===== src/rtl/diaosi_types_pkg.sv =====
`default_nettype none
// ============================================================================
// Module   : diaosi_types_pkg
// Brief    : Shared fetch-path types: PC source kinds, BTB entry layout and
//            the 2-bit saturating counter step helper.
// Revision : 1.0 - initial BTB-based fetch predictor types
// ============================================================================
package diaosi_types_pkg;

   typedef logic [31:0] word_t;

   // Kind of control instruction being resolved in decode.
   typedef enum logic [1:0] {
      PC_SEQ = 2'd0,
      PC_BR  = 2'd1,
      PC_J   = 2'd2,
      PC_JR  = 2'd3
   } PCSrc_t;

   // Widest tag the BTB can need (IDX_W >= 1); narrower tags are stored
   // zero-extended so the entry layout is independent of BTB depth.
   localparam int c_tag_max_w = 29;

   typedef struct packed {
      logic                   valid;
      logic [c_tag_max_w-1:0] tag;
      word_t                  target;
      logic [1:0]             ctr;
   } btb_entry_t;

   // One step of a 2-bit saturating counter towards taken (up) or not taken.
   function automatic logic [1:0] ctr_step(input logic [1:0] ctr, input logic up);
      if (up) begin
         return (ctr == 2'd3) ? 2'd3 : ctr + 2'd1;
      end
      return (ctr == 2'd0) ? 2'd0 : ctr - 2'd1;
   endfunction

endpackage
`default_nettype wire


===== src/rtl/btb_dm.sv =====
`default_nettype none
// ============================================================================
// Module   : btb_dm
// Brief    : Direct-mapped branch target buffer. Combinational lookup port,
//            single update port with counter training / allocation, and
//            asynchronous clear of the valid bits.
// Revision : 1.0 - initial implementation
// ============================================================================
module btb_dm
   import diaosi_types_pkg::*;
#(
   parameter int BTB_ENTRIES = 16
) (
   input  logic        clk,
   input  logic        rst,
   // lookup port (word address, i.e. byte address [31:2])
   input  logic [29:0] i_lookup_waddr,
   output logic        o_pred_taken,
   output word_t       o_pred_target,
   // update port
   input  logic        i_upd_en,
   input  logic [29:0] i_upd_waddr,
   input  PCSrc_t      i_upd_kind,
   input  logic        i_upd_taken,
   input  word_t       i_upd_target
);

   localparam int IDX_W = $clog2(BTB_ENTRIES);
   localparam int TAG_W = 30 - IDX_W;

   logic [BTB_ENTRIES-1:0] r_valid;
   logic [c_tag_max_w-1:0] r_tag    [BTB_ENTRIES];
   word_t                  r_target [BTB_ENTRIES];
   logic [1:0]             r_ctr    [BTB_ENTRIES];

   logic [IDX_W-1:0]       w_lk_idx;
   logic [c_tag_max_w-1:0] w_lk_tag;
   logic                   w_lk_hit;
   logic [IDX_W-1:0]       w_up_idx;
   logic [c_tag_max_w-1:0] w_up_tag;
   logic                   w_up_hit;
   logic                   w_wr_en;
   btb_entry_t             w_wr;

   assign w_lk_idx = i_lookup_waddr[IDX_W-1:0];
   assign w_lk_tag = c_tag_max_w'(i_lookup_waddr[29:IDX_W]);
   assign w_up_idx = i_upd_waddr[IDX_W-1:0];
   assign w_up_tag = c_tag_max_w'(i_upd_waddr[29:IDX_W]);

   // Lookup reads the current (pre-write) contents, so a same-cycle update
   // of the same index only becomes visible on the following cycle.
   always_comb begin
      w_lk_hit      = r_valid[w_lk_idx] && (r_tag[w_lk_idx] == w_lk_tag);
      o_pred_taken  = w_lk_hit && r_ctr[w_lk_idx][1];
      o_pred_target = r_target[w_lk_idx];
   end

   // Decide whether the resolving control instruction trains or allocates.
   always_comb begin
      w_up_hit   = r_valid[w_up_idx] && (r_tag[w_up_idx] == w_up_tag);
      w_wr_en    = 1'b0;
      w_wr.valid = 1'b1;
      w_wr.tag   = w_up_tag;
      w_wr.target = i_upd_target;
      w_wr.ctr   = r_ctr[w_up_idx];
      if (i_upd_en && (i_upd_kind != PC_SEQ)) begin
         if (w_up_hit) begin
            w_wr_en  = 1'b1;
            w_wr.ctr = (i_upd_kind == PC_BR) ? ctr_step(r_ctr[w_up_idx], i_upd_taken)
                                             : 2'd3;
         end else if (i_upd_taken) begin
            // Branches start weakly taken, unconditional jumps strongly taken.
            w_wr_en  = 1'b1;
            w_wr.ctr = (i_upd_kind == PC_BR) ? 2'd2 : 2'd3;
         end
      end
   end

   // Valid bits are the only BTB state cleared by reset.
   always_ff @(posedge clk or posedge rst) begin
      if (rst) begin
         r_valid <= '0;
      end else if (w_wr_en) begin
         r_valid[w_up_idx] <= w_wr.valid;
      end
   end

   // Tag/target/counter payload; no reset, masked by valid until written.
   always_ff @(posedge clk) begin
      if (w_wr_en && !rst) begin
         r_tag[w_up_idx]    <= w_wr.tag;
         r_target[w_up_idx] <= w_wr.target;
         r_ctr[w_up_idx]    <= w_wr.ctr;
      end
   end

endmodule
`default_nettype wire


===== src/rtl/pc_predict_unit.sv =====
`default_nettype none
// ============================================================================
// Module   : pc_predict_unit
// Brief    : Fetch-address generator. PC register with BTB-driven next-PC
//            prediction, decode-stage branch/jump resolution, mispredict
//            redirect and saturating control/mispredict statistics.
// Revision : 1.0 - initial implementation, successor of the plain PC
// ============================================================================
module pc_predict_unit
   import diaosi_types_pkg::*;
#(
   parameter word_t PC_RESET    = 32'h0000_0000,
   parameter int    BTB_ENTRIES = 16
) (
   input  logic        CLK,
   input  logic        RST,
   input  logic        pc_en,
   output word_t       i_addr,
   output logic        pred_taken,
   output word_t       pred_target,
   input  logic        res_valid,
   input  word_t       res_pc,
   input  PCSrc_t      PCSrc,
   input  logic [15:0] imm16,
   input  logic [25:0] j_addr26,
   input  word_t       jr,
   input  logic        br_cond,
   input  logic        res_pred_taken,
   input  word_t       res_pred_target,
   output logic        redirect,
   output word_t       ctl_count,
   output word_t       mis_count
);

   word_t r_pc;
   word_t r_ctl_count;
   word_t r_mis_count;

   word_t w_pc4;
   word_t w_br_target;
   word_t w_target;
   word_t w_correct;
   logic  w_taken;
   logic  w_mispredict;
   logic  w_ctl_event;
   logic  w_btb_taken;
   word_t w_btb_target;

   btb_dm #(
      .BTB_ENTRIES (BTB_ENTRIES)
   ) u_btb (
      .clk            (CLK),
      .rst            (RST),
      .i_lookup_waddr (r_pc[31:2]),
      .o_pred_taken   (w_btb_taken),
      .o_pred_target  (w_btb_target),
      .i_upd_en       (res_valid),
      .i_upd_waddr    (res_pc[31:2]),
      .i_upd_kind     (PCSrc),
      .i_upd_taken    (w_taken),
      .i_upd_target   (w_target)
   );

   // Actual outcome of the resolving instruction and mispredict detection.
   always_comb begin
      w_pc4       = res_pc + 32'd4;
      w_br_target = w_pc4 + {{14{imm16[15]}}, imm16, 2'b00};
      w_taken     = 1'b0;
      w_target    = w_pc4;
      case (PCSrc)
         PC_SEQ: begin
            w_taken  = 1'b0;
            w_target = w_pc4;
         end
         PC_BR: begin
            w_taken  = br_cond;
            w_target = w_br_target;
         end
         PC_J: begin
            w_taken  = 1'b1;
            w_target = {w_pc4[31:28], j_addr26, 2'b00};
         end
         PC_JR: begin
            w_taken  = 1'b1;
            w_target = jr;
         end
         default: begin
            w_taken  = 1'b0;
            w_target = w_pc4;
         end
      endcase
      // A stale BTB hit on a non-branch (PC_SEQ) is also caught here.
      w_mispredict = res_valid &&
                     ((w_taken != res_pred_taken) ||
                      (w_taken && (w_target != res_pred_target)));
      w_correct    = w_taken ? w_target : w_pc4;
      w_ctl_event  = res_valid && (PCSrc != PC_SEQ);
   end

   // Prediction for the current fetch address.
   always_comb begin
      pred_taken  = w_btb_taken;
      pred_target = w_btb_taken ? w_btb_target : r_pc + 32'd4;
   end

   // PC register: redirect overrides a stall, otherwise follow the prediction.
   always_ff @(posedge CLK or posedge RST) begin
      if (RST) begin
         r_pc <= PC_RESET;
      end else if (w_mispredict) begin
         r_pc <= w_correct;
      end else if (pc_en) begin
         r_pc <= pred_target;
      end
   end

   // Saturating statistics counters.
   always_ff @(posedge CLK or posedge RST) begin
      if (RST) begin
         r_ctl_count <= '0;
         r_mis_count <= '0;
      end else begin
         if (w_ctl_event && (r_ctl_count != 32'hFFFF_FFFF)) begin
            r_ctl_count <= r_ctl_count + 32'd1;
         end
         if (w_mispredict && (r_mis_count != 32'hFFFF_FFFF)) begin
            r_mis_count <= r_mis_count + 32'd1;
         end
      end
   end

   assign i_addr    = r_pc;
   assign redirect  = w_mispredict;
   assign ctl_count = r_ctl_count;
   assign mis_count = r_mis_count;

endmodule
`default_nettype wire

===== config.mk =====
export PLATFORM = sky130hd
export DESIGN_NAME = pc_predict_unit
export DESIGN_NICKNAME = d
export VERILOG_FILES = /design/src/rtl/diaosi_types_pkg.sv /design/src/rtl/btb_dm.sv /design/src/rtl/pc_predict_unit.sv
export SDC_FILE = /design/constraint.sdc
export NUM_CORES = 2
export LEC_CHECK = 0
export ABC_AREA = 1
export BUFFER_PORTS_ARGS = -buffer_cell sky130_fd_sc_hd__clkbuf_2
export CAP_MARGIN = 10
export CORE_MARGIN = 3
export CORE_UTILIZATION = 40
export CTS_CLUSTER_DIAMETER = 50
export DETAILED_ROUTE_END_ITERATION = 8
export PLACE_DENSITY = 0.54
export SLEW_MARGIN = 20
export SYNTH_ARGS = -nofsm -noshare
export SYNTH_HDL_FRONTEND = slang
export SYNTH_SLANG_ARGS = --single-unit

===== constraint.sdc =====
create_clock -name CLK -period 7.25 [get_ports CLK]
set_input_delay 0.725 -clock CLK [delete_from_list [all_inputs] [get_ports CLK]]
set_output_delay 0.725 -clock CLK [all_outputs]
set_load 0.005 [all_outputs]

==> reports/results.ini <==
[worst_setup_path]
crit_buf_inv=4
max_stage_delay_ns=0.52
path_class=input port to output port
crit_arrival_ns=5.63
cp_common_cell=nand2_1
critPathMaxFanout=21
end_kind=output port
required_ns=6.52
path_delay_family=simple AND/OR/NAND/NOR gates
r2r_setup_slack_ns=2.45
timing.rr.end=i_addr[19]
crit_path_start_kind=input port
r2r_cells=20
r2r-start=i_addr[2]
cp_slowest_cell=xor2_1
cp.depth=26

[power]
clkPwrFrac=0.389
switching_share=0.324
leakagePower_nw=24.3
power_density_nw_per_um2=282
internal-power_w=0.0121
power_frac_seq=0.401
ir_drop_mv=0.198
p_comb_frac=0.211
total_power_w=0.0178
switching_power_w=0.00577

[clock_tree]
post_cts_buffers=0
clk_pin_slew_ns=0.05
cts_tree=yes
cts-root-buf=clkbuf_16
clock_path_buffers=3
cts_inserted_buffers=137
clock-sinks=1072
clk_latency_ns=0.77
h-tree-depth=4

[yosys]
synth_top_family_by_area=simple AND/OR/NAND/NOR gates
synthAdderAreaFrac=0.00949
synth_warnings=0
yosys.area_share.simple=0.191
ys.flop_type=edfxtp_1
syn_nets=6169
synth_compound_area_frac=0.141
synth_cell_types=57
seq_area_frac_synth=0.577
syn-instance-count=5982
async_flop_share=0.104
yosys_register_bits=1072
syn_area_sq_um=54900
muxShareOfSynthArea=0.000182
synth_edf_count=960
synth_xor_area_frac=0.0170
synth_area_per_cell_sq_um=9.17

[timing]
fin_tns_setup_ns=0
finalSetupViolations=0
hold_viol=0
maxSlewViolCount=0
max_slew.worst_pin.slew_ns=1.10
max-slew-margin-rel=0.263
finalCritPeriodShare=0.877
grt_setup_unrepaired=no
max_freq_mhz=157
fin_skew_ns=0.0318
setup_ws_ns=0.893
fin_crit_ns=6.36

[grt]
grt.total_usage=0.294
grt_pass1_vias=43400
antenna_found_initial=11
grt_pass1_wl_mm=305
grt_max_degree=187
grt_overflow=0

[floorplanning]
dieWidth_um=376
ioPinCount=276
start_util=0.404
core_area_sq_um=136000
fp-row-count=135
die_area_sq_um=142000
die_y_um=376

[placed_design]
dp_hpwl_mm=142
place_congestion=1.02
placed_cells=7854
dp_slack_ns=1.07
port_buffers=275

[finish]
final_cell_mix=1169 x nand2_1, 960 x edfxtp_1, 773 x o21ai_0
drive_above_1_share=0.117
syn_to_final_growth_pct=15.2
nNetsFinal=6400
layout.cells.most_common=nand2_1
fin_cells=8110

[min_path]
hold_class=input port to flip-flop
holdPathStages=1
min_to=u_btb.r_tag[15][14]
min-delay-start=res_pc[20]

[status]
status=complete, no violations

[drt]
wl_per_cell_um=26.3
wl_mm=213
drtAntennaViolNets=0
vias=46700
drt_pre_antenna_iters=6
drtIter0Drc=5832
via_per_inst=5.76
drcViolationCount=0

[job]
max-cap-violations=0

==> layer usage <==
| metal | GRT usage | vias to the layer above | wire (um) | share of wire |
|---|---|---|---|---|
| met2 | 0.452 | 2316 | 93900 | 0.44 |
| met1 | 0.412 | 22800 | 90900 | 0.43 |
| met5 | 0 | - | 17 | 0.000080 |
| met3 | 0.0529 | 407 | 18800 | 0.088 |
| li1 | - | 21200 | - | - |
| met4 | 0.120 | 2 | 9520 | 0.045 |
==> sequential cells by signal, summed over array words and instances (netlist names) <==
name            cells
ctl_count          32
u_btb.r_target    512
u_btb.r_valid      16
u_btb.r_tag       416
i_addr             32
u_btb.r_ctr        32
mis_count          32
==> power groups by stage <==
stage                     Sequential, W  Combinational, W  Clock [W]
after floorplan                 0.00714           0.00218          0
final                           0.00714           0.00375    0.00693
after detailed placement        0.00726           0.00369          0
after CTS                       0.00713           0.00370    0.00701
after global placement          0.00726           0.00368          0
after global routing            0.00715           0.00404    0.00727
==> layout make-up <==
| cell class | count | area, sq um |
|---|---|---|
| diodes | 2 | 5.00 |
| clock buffers | 172 | 3650 |
| clock inverters | 81 | 962 |
| fillers | 13100 | 72600 |
| inverters | 513 | 1950 |
| multi-input cells | 4067 | 19900 |
| flip-flops and latches | 1072 | 31600 |
| well taps | 1781 | 2230 |
| repair buffers | 422 | 2900 |
==> worst max-delay path by stage <==
| stage | start | end | slack [ns] |
|---|---|---|---|
| after floorplan | RST | u_btb.r_ctr[10][0] | 0.25 |
| after global placement | res_pc[19] | redirect | 1.06 |
| after detailed placement | res_pc[19] | redirect | 1.07 |
| after CTS | res_pc[19] | redirect | 1.05 |
| after global routing | res_pc[15] | redirect | 0.66 |
| final | res_pc[19] | redirect | 0.89 |
==> repair_timing <==
item	4_1_cts	5_1_grt
endpoints found under the setup margin	0	0
hold buffers	1	0
gates resized for setup	0	0
endpoints found under the hold margin	9	0
==> cell usage after synthesis (all sizes together), types with 6 or more instances <==
| cell type | instances | share of area |
|---|---|---|
| clkinv | 6 | 0.00041 |
| nor2 | 765 | 0.054 |
| edfxtp | 960 | 0.53 |
| a221oi | 10 | 0.0016 |
| a22o | 21 | 0.0034 |
| o211ai | 85 | 0.012 |
| o221ai | 35 | 0.0056 |
| nor3 | 48 | 0.0047 |
| nand3 | 401 | 0.038 |
| o21ai | 884 | 0.081 |
| nand3b | 16 | 0.0024 |
| xnor2 | 21 | 0.0034 |
| buf | 160 | 0.018 |
| o21bai | 14 | 0.0019 |
| ha | 40 | 0.0091 |
| nand2 | 1180 | 0.081 |
| o22ai | 91 | 0.010 |
| xor2 | 82 | 0.014 |
| a21oi | 260 | 0.024 |
| nor4 | 11 | 0.0014 |
| dfrtp | 112 | 0.051 |
| inv | 507 | 0.035 |
| a31oi | 11 | 0.0013 |
| nand4 | 66 | 0.0076 |
| clkbuf | 170 | 0.012 |
| and2 | 8 | 0.00096 |
==> cells by family (layout without fill, tap and decap cells) <==
group | count (synthesis) | in the layout
AND/OR/NAND/NOR | 2503 | 2503
AO/OA/AOI/OAI | 1419 | 1419
flip-flops | 1072 | 1072
buffers and inverters | 843 | 1188
XOR/XNOR | 103 | 103
adder cells (fa/ha/maj) | 41 | 41
multiplexers | 1 | 1
other | 0 | 2
==> per-stage QoR <==
step           area [sq um]   util  hold slack [ns]
6_report              63200  0.465            0.380
5_1_grt               63200  0.465            0.347
4_1_cts               63200  0.465            0.332
3_5_place_dp          58600  0.431            0.477
3_3_place_gp          58600  0.431            0.470
2_1_floorplan         54900      -            0.449
(Power assumes the default switching activity.)
